<file path="src/rtl/mmio_ctrl_pkg.sv">
// rtl/mmio_ctrl_pkg.sv - shared constants for the MMIO controller: window nibble, register offsets, TX FSM states
// No ports; imported by mmio_ctrl and mmio_uart_tx_buf.
package mmio_ctrl_pkg;

    // Default addr[31:28] value of the I/O window.
    localparam logic [3:0] IO_BASE_NIB_DFLT = 4'h8;

    // Register offsets as word indices, i.e. addr[4:2].
    localparam logic [2:0] OFF_STATUS = 3'd0;  // 0x00 R
    localparam logic [2:0] OFF_RX     = 3'd1;  // 0x04 R
    localparam logic [2:0] OFF_TX     = 3'd2;  // 0x08 W
    localparam logic [2:0] OFF_CYC    = 3'd4;  // 0x10 R
    localparam logic [2:0] OFF_INST   = 3'd5;  // 0x14 R
    localparam logic [2:0] OFF_CLR    = 3'd6;  // 0x18 W

    typedef enum logic {
        TX_IDLE = 1'b0,
        TX_FULL = 1'b1
    } tx_state_e;

endpackage

</file>
<file path="src/rtl/mmio_uart_tx_buf.sv">
// rtl/mmio_uart_tx_buf.sv - one-entry UART TX byte buffer with sticky overrun flag
// Ports:
//   clk, rst      core clock, asynchronous active-high reset
//   wr_en         accepted store to the TX register this cycle
//   wr_data       byte to transmit
//   ovr_clr       status register read this cycle; clears the overrun flag
//   tx_data       byte presented to the transmitter
//   tx_valid      byte valid, held until tx_ready
//   tx_ready      transmitter handshake
//   idle          buffer empty (status tx_ready bit)
//   ovr           sticky overrun: a byte was written while the buffer was full
module mmio_uart_tx_buf
    import mmio_ctrl_pkg::*;
(
    input  logic       clk,
    input  logic       rst,
    input  logic       wr_en,
    input  logic [7:0] wr_data,
    input  logic       ovr_clr,
    output logic [7:0] tx_data,
    output logic       tx_valid,
    input  logic       tx_ready,
    output logic       idle,
    output logic       ovr
);

    tx_state_e state;

    always_ff @(posedge clk or posedge rst) begin
        if (rst) begin
            state    <= TX_IDLE;
            tx_data  <= 8'h00;
            tx_valid <= 1'b0;
            ovr      <= 1'b0;
        end else begin
            // Status reads and TX stores are never in the same access, so the
            // set below cannot collide with a clear in practice.
            if (ovr_clr) begin
                ovr <= 1'b0;
            end
            case (state)
                TX_IDLE: begin
                    if (wr_en) begin
                        tx_data  <= wr_data;
                        tx_valid <= 1'b1;
                        state    <= TX_FULL;
                    end
                end
                TX_FULL: begin
                    // A write while full is dropped even if the handshake
                    // completes in the same cycle.
                    if (wr_en) begin
                        ovr <= 1'b1;
                    end
                    if (tx_ready) begin
                        tx_valid <= 1'b0;
                        state    <= TX_IDLE;
                    end
                end
                default: state <= TX_IDLE;
            endcase
        end
    end

    assign idle = (state == TX_IDLE);

endmodule

</file>
<file path="src/rtl/mmio_ctrl.sv">
// rtl/mmio_ctrl.sv - EX-stage MMIO controller: I/O window decode, UART handshakes, cycle/instret counters
// Ports:
//   clk, rst                      core clock, asynchronous active-high reset
//   stall_i                       pipeline hold; blocks access, holds read outputs
//   ex_addr_i, ex_wdata_i         EX byte address and forwarded store data
//   ex_load_i, ex_store_i         EX instruction kind
//   retire_i                      one instruction retired this cycle
//   io_hit_o                      comb: address in the I/O window
//   io_sel_o, io_rdata_o          registered MEM-stage read select and data
//   uart_tx_data_o/valid_o/ready_i  transmitter stream
//   uart_rx_data_i/valid_i/ready_o  receiver stream (ready is a one-cycle pop)
module mmio_ctrl
    import mmio_ctrl_pkg::*;
#(
    parameter logic [3:0] IO_BASE_NIB = IO_BASE_NIB_DFLT,
    parameter int         CNT_W       = 32
) (
    input  logic        clk,
    input  logic        rst,
    input  logic        stall_i,
    input  logic [31:0] ex_addr_i,
    input  logic [31:0] ex_wdata_i,
    input  logic        ex_load_i,
    input  logic        ex_store_i,
    input  logic        retire_i,
    output logic        io_hit_o,
    output logic        io_sel_o,
    output logic [31:0] io_rdata_o,
    output logic [7:0]  uart_tx_data_o,
    output logic        uart_tx_valid_o,
    input  logic        uart_tx_ready_i,
    input  logic [7:0]  uart_rx_data_i,
    input  logic        uart_rx_valid_i,
    output logic        uart_rx_ready_o
);

    logic             access;
    logic             rd;
    logic             wr;
    logic [2:0]       off;
    logic             tx_idle;
    logic             ovr;
    logic [CNT_W-1:0] cyc_cnt;
    logic [CNT_W-1:0] inst_cnt;
    logic [31:0]      rdata_nxt;
    logic             unused_bits;

    assign io_hit_o = (ex_addr_i[31:28] == IO_BASE_NIB);
    assign access   = (ex_load_i | ex_store_i) & io_hit_o & ~stall_i;
    assign rd       = access & ex_load_i;
    assign wr       = access & ex_store_i;
    assign off      = ex_addr_i[4:2];

    // Only word offsets and the TX byte matter; the rest of the bus is ignored.
    assign unused_bits = ^{ex_addr_i[27:5], ex_addr_i[1:0], ex_wdata_i[31:8]};

    mmio_uart_tx_buf u_tx_buf (
        .clk      (clk),
        .rst      (rst),
        .wr_en    (wr && off == OFF_TX),
        .wr_data  (ex_wdata_i[7:0]),
        .ovr_clr  (rd && off == OFF_STATUS),
        .tx_data  (uart_tx_data_o),
        .tx_valid (uart_tx_valid_o),
        .tx_ready (uart_tx_ready_i),
        .idle     (tx_idle),
        .ovr      (ovr)
    );

    // Counters are sampled before this cycle's increment/clear takes effect.
    always_comb begin
        rdata_nxt = 32'h0;
        case (off)
            OFF_STATUS: rdata_nxt = {29'b0, ovr, uart_rx_valid_i, tx_idle};
            OFF_RX:     rdata_nxt = {24'b0, uart_rx_data_i};
            OFF_CYC:    rdata_nxt = 32'(cyc_cnt);
            OFF_INST:   rdata_nxt = 32'(inst_cnt);
            default:    rdata_nxt = 32'h0;
        endcase
    end

    always_ff @(posedge clk or posedge rst) begin
        if (rst) begin
            io_sel_o        <= 1'b0;
            io_rdata_o      <= 32'h0;
            uart_rx_ready_o <= 1'b0;
            cyc_cnt         <= '0;
            inst_cnt        <= '0;
        end else begin
            // Pop only when a byte was actually present at the access edge.
            uart_rx_ready_o <= rd && (off == OFF_RX) && uart_rx_valid_i;

            if (access) begin
                io_sel_o   <= ex_load_i;
                io_rdata_o <= rdata_nxt;
            end else if (!stall_i) begin
                io_sel_o <= 1'b0;
            end

            // Clear beats the same-cycle increment.
            if (wr && off == OFF_CLR) begin
                cyc_cnt  <= '0;
                inst_cnt <= '0;
            end else begin
                cyc_cnt  <= cyc_cnt + CNT_W'(1);
                inst_cnt <= inst_cnt + CNT_W'(retire_i);
            end
        end
    end

endmodule

</file>
<file path="config.mk">
export PLATFORM = sky130hd
export DESIGN_NAME = mmio_ctrl
export DESIGN_NICKNAME = d
export VERILOG_FILES = /design/src/rtl/mmio_ctrl_pkg.sv /design/src/rtl/mmio_uart_tx_buf.sv /design/src/rtl/mmio_ctrl.sv
export SDC_FILE = /design/constraint.sdc
export NUM_CORES = 1
export LEC_CHECK = 0
export ABC_CLOCK_PERIOD_IN_PS = 3500
export BUFFER_PORTS_ARGS = -buffer_cell sky130_fd_sc_hd__buf_2
export CAP_MARGIN = 10
export CORE_ASPECT_RATIO = 0.5
export CORE_MARGIN = 3
export CORE_UTILIZATION = 54
export DETAILED_ROUTE_END_ITERATION = 6
export PLACE_DENSITY = 0.91
export SETUP_SLACK_MARGIN = 0.1
export SYNTH_ARGS = -nofsm -noshare
export SYNTH_HDL_FRONTEND = slang
export SYNTH_HIERARCHICAL = 1
export SYNTH_SLANG_ARGS = --single-unit
</file>
<file path="constraint.sdc">
create_clock -name clk -period 3.5 [get_ports clk]
set_clock_uncertainty 0.05 [all_clocks]
set_input_delay 0.525 -clock clk [delete_from_list [all_inputs] [get_ports clk]]
set_output_delay 0.525 -clock clk [all_outputs]
set_load 0.02 [all_outputs]
</file>
# Yosys cells after proc, flatten, opt, wreduce, memory -nomap -nowiden
# Cells that the tools add are included.
# word_totals
word_cells	49
ff_bits	109
# op_classes
reduce_logical	8
n_eq_ne	9
muxes	14
n_addsub	2
n_bitwise	7
# op_table
cell	count
$pmux 32 s4	1
$mux 32	2
$add 32x1->32	1
$add 32x1->32 const B	1
$eq 3x3->1 const B	3
$mux 1	9
$logic_and 1x1->1	5
$and 1x1->1	4
$eq 4x4->1 const B	1
$ne 2x1->1 const B	2
$pmux 1 s2	2
$reduce_and 2->1	2
$eq 3x1->1 const B	1
$eq 3x2->1 const B	1
$logic_not 3->1	1
$ne 2x2->1 const B	1
$not 1->1	2
$or 1x1->1	1

# Longest topological paths before layout
# Gate-level depths: netlist of the first run.
# logic_depth
word_depth	8
depth_mapped	7

# By module
# Netlist of the first run, hierarchy kept.
# modules_own_cells
mod	cells_each	instances	area_each_um2	seq_area_each_um2
mmio_ctrl	527	1	5044.8	2452.4
mmio_uart_tx_buf	30	1	456.7	275.3

# Worst setup path before layout of the first run
# Ideal clock, no wire load.
# synth_path
path_type	input to register
startpoint	input ex_addr_i[29]
endpoint	register u_tx_buf.tx_data[0]
cell_stages	6
t_required_ns	3.325
path_slack_ns	0.963
setup_ns	0.125
t_arrival_ns	2.362
n_path_buf	1
path_cell_list	nor4b_2 -> nand2_1 -> nor4_1 -> nor2b_2 -> buf_6 -> mux2_4
# synth_via
elab_chain_cells	6
# synth_rtl
item	line	source
start: declaration	mmio_ctrl.sv:21	input logic [31:0] ex_addr_i,
$eq 4x4->1	mmio_ctrl.sv:48	assign io_hit_o = (ex_addr_i[31:28] == IO_BASE_NIB);
$and 1x1->1 (2 in a row)	mmio_ctrl.sv:49	assign access = (ex_load_i | ex_store_i) & io_hit_o & ~stall_i;
$and 1x1->1	mmio_ctrl.sv:51	assign wr = access & ex_store_i;
$logic_and 1x1->1	mmio_ctrl.sv:60	.wr_en (wr && off == OFF_TX),
$reduce_and 2->1 (no line)	--	
end signal: assignment	mmio_uart_tx_buf.sv:44	tx_data <= wr_data;
end: declaration	mmio_uart_tx_buf.sv:20	output logic [7:0] tx_data,
# Every way passes these cells.
# A chain may end at the register's enable or synchronous reset.

# Final worst setup path of the first run
# layout_path
startpoint	register inst_cnt[1]
endpoint	register inst_cnt[26]
# layout_via
elab_chain_cells	2
# layout_rtl
item	line	source
start: declaration	mmio_ctrl.sv:44	logic [CNT_W-1:0] inst_cnt;
start signal: assignment	mmio_ctrl.sv:106	inst_cnt <= inst_cnt + CNT_W'(retire_i);
$add 32x1->32	mmio_ctrl.sv:106	
$mux 32	mmio_ctrl.sv:101	if (wr && off == OFF_CLR) begin
# Every way passes these cells.

==> impl_metrics.toml, run 1 <==
[synth]
synth_compound_area_frac = 0.1440
dominantRegCellSynth = "dfrtp_1"
synth_top_family_by_area = "simple AND/OR/NAND/NOR gates"
postSynth.asyncResetShare = 1.000
synth_nets = 640
ys_ff_latch = 109
yosys_warnings = 6
post_synth_num_cell_types = 52
synth_fa_ha_area_frac = 0.006823
synth.area.mux_share = 0.04958
synthCells = 557
synth.yosys.seq_area_share = 0.4958
netlist_area_um2 = 5502
syn-mean-instance-area_um2 = 9.877
synth_xor_area_frac = 0.03980
yosys.area_share.simple = 0.2176
synth_edf_count = 0

[clock_network]
path_clk_slew_ns = 0.07
cts_inserted_buffers = 9
htree_levels = 3
cts_tree = "built"
clock-root-buffer = "clkbuf_16"
clock_latency_ns = 0.35
cts_setup_buffers = 0
ctsHoldBuffers = 0
clk_path_buf_depth = 2
post_cts_resized = 0
clock-sinks = 109

[finish]
register_area_um2 = 2728
syn_to_final_growth_pct = 13.10
antenna_cells = 0
multi_input_area_um2 = 2525
final_nets = 696
final_cell_mix = "109 x dfrtp_1, 74 x buf_2, 61 x nand2_1"
drive_gt1_frac = 0.2039
final_common_cell = "dfrtp_1"
utilization = 0.6438
fillers = 736

[sta]
min_period_over_period = 0.7590
rsz0062_at_grt = "no"
tns_ns = 0
period_minus_slack_ns = 2.656
finalSetupViolCount = 0
slew_headroom = 0.3597
worst_slew_pin_slew_ns = 0.9605
max_freq_mhz = 376.5
finalHoldViolations = 0
drv_slew = 0

[global_routing]
grt_pass1_wl_mm = 22.69
grt_remaining_overflow = 0
grtUsageTotal = 0.2466
grt_antenna_before_repair = 0
grt_pass1_vias = 4475
grt_max_degree = 89

[setup_path]
cp.required_ns = 3.71
path_class = "reg2reg"
cp_max_fo = 17
crit_path_end_kind = "flip-flop"
start_kind = "flip-flop"
critPathBufInv = 0
slowest_stage = "or4_1"
rr_startpoint = "inst_cnt[1]"
cp.arrival_ns = 2.87
r2r-end = "inst_cnt[26]"
critical_path.top_delay_family = "simple AND/OR/NAND/NOR gates"
critPathMaxStageDelay_ns = 0.88
r2r_cells = 4
r2r_slack_ns = 0.84
cp_cell_sequence = "nand4_1, or4_1, or4_1, a21oi_1"
path_common_cell = "or4_1"

[die]
die_h_um = 77.37
start_util = 0.5692
die-width_um = 148.7
io_pins = 124
core_um2 = 9666
die_area_um2 = 11510
rows = 25

[detailed_routing]
drt_iter0_markers = 470
drc_errors = 0
wl_mm = 13.67
ant_nets = 0
dr_total_vias = 4696
wl_per_cell_um = 18.16
dr.pass1.iters = 5
vias_per_cell = 6.236

[power_and_ir_drop]
power.density_cell_area_nw_per_um2 = 496.0
leakagePower_nw = 2.692
power_w = 0.003086
peakVddDrop_uv = 241.7

[placed_design]
port_buffers = 74
gp_congestion = 0.8913
dp_hpwl_mm = 9.349

[worst_hold_path]
hold_class = "in2async"

[run_status]
outcome = "completed"

[flow_run]
drv_cap = 0
==> layout make-up <==
| type | count | share of cell area |
|---|---|---|
| inverters | 16 | 0.009853 |
| clock inverters | 5 | 0.009451 |
| flip-flops and latches | 109 | 0.4384 |
| multi-input cells | 397 | 0.4058 |
| well taps | 135 | 0.02715 |
| repair buffers | 80 | 0.06877 |
| clock buffers | 11 | 0.04062 |
==> cell families (layout without fill, tap and decap cells) <==
kind of cell,Yosys count,after routing
simple gates,221,221
compound gates,129,129
flops,109,109
buf+inv,51,112
xor+xnor,25,25
mux,19,19
fa+ha+maj,3,3
==> routing by layer <==
metal  wire length (um)  global-route usage  part of all wire
met5                  0                   0                 0
met4                455              0.1132             0.033
met2               6385              0.3848              0.47
met3               1008             0.05601             0.074
met1               5824              0.3317              0.43
==> worst register-to-register path: cells and delay by family (launching register included) <==
family,cells,cell delay (ns)
AO/OA/AOI/OAI,1,0.18
flip-flops,1,0.49
AND/OR/NAND/NOR,3,1.85
==> how the worst max path moves through the flow <==
stage                              from                  end  cells after the start
after global placement    ex_addr_i[29]  u_tx_buf/tx_data[0]                      6
final                       inst_cnt[1]         inst_cnt[26]                      4
after floorplan                     rst           cyc_cnt[0]                      1
after global routing        inst_cnt[1]         inst_cnt[26]                      4
after detailed placement  ex_addr_i[29]  u_tx_buf/tx_data[5]                      6
after CTS                   inst_cnt[1]         inst_cnt[26]                      4
==> sequential cells by signal (all words and copies together), names as in the netlist <==
signal,count
io_sel_o,1
io_rdata_o,32
u_tx_buf/state,1
cyc_cnt,32
u_tx_buf/tx_valid,1
u_tx_buf/ovr,1
inst_cnt,32
uart_rx_ready_o,1
u_tx_buf/tx_data,8
==> power breakdown <==
part           switching [W]  internal (W)
Clock               0.000457      0.000594
Combinational       0.000252      0.000187
Sequential          0.000197       0.00140
Total               0.000906       0.00218
==> synth_stat cells (2+ instances only) <==
master	instances	area (um^2)
nand4_1	22	137.6
nand2_1	61	229.0
or3_1	12	75.07
xor2_1	9	78.83
a22oi_1	29	217.7
ha_1	3	37.54
buf_6	3	33.78
and4_1	5	43.79
o31ai_1	17	127.6
xnor2_1	16	140.1
o211ai_1	2	15.01
mux2_2	4	45.04
nor4_1	14	87.58
mux2i_1	4	40.04
o21ai_0	43	215.2
nor2b_1	2	12.51
and3_1	6	37.54
nand3_1	22	110.1
or2_2	3	18.77
clkbuf_1	21	78.83
a31o_2	3	26.28
inv_1	16	60.06
mux2_4	8	120.1
or4_1	18	135.1
clkbuf_8	3	41.29
mux4_2	3	67.56
dfrtp_1	109	2728
nor3_1	5	25.02
buf_2	5	25.02
and2_1	3	18.77
a21oi_1	30	150.1
nor2_1	30	112.6
nand2b_1	7	43.79
==> stage by stage <==
stage | setup slack (ns) | hold slack, ns | area [um^2] | std cells
final | 0.8436 | 0.02946 | 6222 | 753
after global routing | 0.6852 | 0.02897 | 6222 | 753
after CTS | 0.8985 | 0.02770 | 6215 | 752
after detailed placement | 0.6746 | 0.4030 | 5903 | 736
after global placement | 0.7539 | 0.4017 | 5903 | 736
after floorplan | 0.3629 | 0.3274 | 5502 | 557
Power figures use the tool's default switching activity.
==> run 2: changes to the inputs <==
--- a/config.mk
+++ b/config.mk
@@ -5,14 +5,15 @@
 export SDC_FILE = /design/constraint.sdc
 export NUM_CORES = 1
 export LEC_CHECK = 0
-export ABC_CLOCK_PERIOD_IN_PS = 3500
+export ABC_AREA = 1
+export ABC_CLOCK_PERIOD_IN_PS = 2380
 export BUFFER_PORTS_ARGS = -buffer_cell sky130_fd_sc_hd__buf_2
 export CAP_MARGIN = 10
 export CORE_ASPECT_RATIO = 0.5
 export CORE_MARGIN = 3
-export CORE_UTILIZATION = 54
+export CORE_UTILIZATION = 50
 export DETAILED_ROUTE_END_ITERATION = 6
-export PLACE_DENSITY = 0.91
+export PLACE_DENSITY = 0.88
 export SETUP_SLACK_MARGIN = 0.1
 export SYNTH_ARGS = -nofsm -noshare
 export SYNTH_HDL_FRONTEND = slang
==> constraint.sdc (replaced) <==
create_clock -name clk -period 2.38 [get_ports clk]
set_clock_uncertainty 0.05 [all_clocks]
set_input_delay 0.357 -clock clk [delete_from_list [all_inputs] [get_ports clk]]
set_output_delay 0.357 -clock clk [all_outputs]
set_load 0.02 [all_outputs]
==> run 2 against run 1 <==
Routed wire length grew 12%; sequential share of layout area shrank 2.9 points; combinational power grew 52%; die area grew 14%.
==> impl_metrics.toml, run 2 <==
[finish]
final_nets = 982
reg_top3 = "cyc_cnt x32, inst_cnt x32, io_rdata_o x32"
drive_gt1_frac = 0.1394
utilization = 0.5962
antenna_cells = 0
final_common_cell = "nand2_1"
final_cell_mix = "356 x nand2_1, 145 x nor2_1, 109 x dfrtp_1"
syn_to_final_growth_pct = 14.31
fillers = 969

[power_and_ir_drop]
power.internal_w = 0.003097
power.density_cell_area_nw_per_um2 = 663.6
power_w = 0.004424
p_comb_frac = 0.151
leakagePower_nw = 3.585
clkPwrFrac = 0.344
p_switching_w = 0.001327
p_sw_frac = 0.3000
peakVddDrop_uv = 439.1
sequentialPowerShare = 0.506

[worst_hold_path]
hold_class = "in2reg"
holdPathEnd = "u_tx_buf/tx_data[3]"
worstHoldStart = "ex_wdata_i[3]"
min_path_cells = 3

[synth]
synth_edf_count = 0
postSynth.asyncResetShare = 1.000
dominantRegCellSynth = "dfrtp_1"
synth_area_leaders = "dfrtp_1 47%, nand2_1 23%, nor2_1 9.3%, nand3_1 3.3%, inv_1 3.2%"
netlist_area_um2 = 5832
synth_area_leader_cell = "dfrtp_1"
synth_common_cells = "356 x nand2_1, 145 x nor2_1, 109 x dfrtp_1"
yosysTopAreaCellShare = 0.4677
post_synth_num_cell_types = 31
syn-mean-instance-area_um2 = 7.103
ys_ff_latch = 109
synth_nets = 904
synthCells = 821
yosysMostFrequentCell = "nand2_1"
synth.yosys.seq_area_share = 0.4677
yosys_warnings = 6

[setup_path]
r2r_slack_ns = 0.49
rr_startpoint = "cyc_cnt[1]"
cp_max_fo = 7
crit_path_end_kind = "flip-flop"
r2r-end = "cyc_cnt[24]"
cp.arrival_ns = 2.08
cp.required_ns = 2.57
start_kind = "flip-flop"
path_class = "reg2reg"
r2r_cells = 8

[detailed_routing]
vias_per_cell = 5.266
drc_errors = 0
drt_iter0_markers = 640
ant_nets = 0
wl_mm = 15.35
wl_per_cell_um = 14.44
dr.pass1.iters = 5
dr_total_vias = 5598

[clock_network]
ctsHoldBuffers = 1
clk_path_buf_depth = 2
clock_latency_ns = 0.35
post_cts_resized = 0
cts_tree = "built"
clock-root-buffer = "clkbuf_16"
cts_setup_buffers = 0
htree_levels = 3
cts_inserted_buffers = 9
clock-sinks = 109
path_clk_slew_ns = 0.07

[die]
rows = 27
start_util = 0.5215
die-width_um = 158.7
core_um2 = 11180
die_h_um = 82.37
io_pins = 124
die_area_um2 = 13070

[sta]
finalSetupViolCount = 0
slew_headroom = 0.5301
finalHoldViolations = 0
worst_slew_pin_slew_ns = 0.7034
drv_slew = 0
period_minus_slack_ns = 1.887
min_period_over_period = 0.7930
tns_ns = 0
rsz0062_at_grt = "no"
max_freq_mhz = 529.9

[global_routing]
grtUsageTotal = 0.2357
grt_pass1_vias = 5126
grt_remaining_overflow = 0
grt_antenna_before_repair = 0
grt_max_degree = 34
grt_pass1_wl_mm = 24.76

[placed_design]
port_buffers = 74
gp_congestion = 0.9678
dp_hpwl_mm = 11.12

[run_status]
outcome = "completed"

[flow_run]
drv_cap = 0
-- run 2: cell types whose count changed in the layout (fill, tap and decap cells not counted), sizes merged, moves of 14 or more --
| cell | change |
|---|---|
| nor4 | -14 |
| or4 | -19 |
| nor2 | +131 |
| a22oi | -29 |
| inv | +40 |
| nand3 | +16 |
| nand2 | +298 |
| o31ai | -17 |
| o21ai | -29 |
| nand4 | -20 |
-- run 2: power by group through the flow --
stage | sequential (W) | combinational, W | clock, W
2_1_floorplan | 0.00225 | 0.000417 | 0
3_3_place_gp | 0.00224 | 0.000613 | 0
3_5_place_dp | 0.00226 | 0.000645 | 0
4_1_cts | 0.00223 | 0.000664 | 0.00154
5_1_grt | 0.00225 | 0.000746 | 0.00161
6_report | 0.00224 | 0.000666 | 0.00152
-- run 2: layout make-up --
type                            count  area (um^2)  area share
Tap cell                          159        198.9     0.02984
Inverter                           56        219.0     0.03285
Clock buffer                        9        225.2     0.03378
Timing Repair Buffer               82        457.9     0.06869
Sequential cell                   109         2728      0.4092
Clock inverter                      7        76.32     0.01145
Multi-Input combinational cell    641         2761      0.4142
-- run 2: worst max path at each step --
stage                        from                  end  slack, ns  cells after the start
global placement    ex_addr_i[30]         inst_cnt[26]       0.59                      8
CTS                    cyc_cnt[0]          cyc_cnt[24]       0.54                      8
global route           cyc_cnt[0]          cyc_cnt[24]       0.35                      8
detailed placement  ex_addr_i[30]         inst_cnt[26]       0.56                      8
finish                 cyc_cnt[1]          cyc_cnt[24]       0.49                      8
floorplan           ex_addr_i[30]  u_tx_buf/tx_data[0]       0.48                     11
-- run 2: per-stage QoR --
step | instance area, um^2 | hold slack, ns | worst slack [ns] | std cells
detailed placement | 6355 | 0.3490 | 0.5556 | 1046
CTS | 6666 | 0.1342 | 0.5443 | 1063
global placement | 6355 | 0.3339 | 0.5857 | 1046
floorplan | 5836 | 0.1594 | 0.4788 | 821
global route | 6666 | 0.1512 | 0.3539 | 1063
finish | 6666 | 0.1426 | 0.4928 | 1063
-- run 2: cells by family (layout without fill, tap and decap cells) --
group,Yosys count,after routing,share of synthesized area
xor+xnor,16,16,0.02403
compound gates,55,55,0.04892
flops,109,109,0.4677
simple gates,567,567,0.3941
buf+inv,71,154,0.05879
fa+ha+maj,3,3,0.006437
-- run 2: metal layers --
layer / up-vias / track usage / wire length, um
li1: 2694 / - / -
met1: 2623 / 0.3192 / 6754
met2: 255 / 0.3918 / 7220
met3: 26 / 0.05182 / 1157
met4: 0 / 0.06463 / 220
met5: - / 0 / 0
-- run 2: worst max-delay path, cell delays in order (launching register included) --
cell	delay, ns
dfrtp_1	0.40
ha_1	0.18
nand2_1	0.09
nor2_2	0.18
nand2_1	0.22
nor2_1	0.35
nand3_1	0.15
nand2_1	0.09
nor2_1	0.06
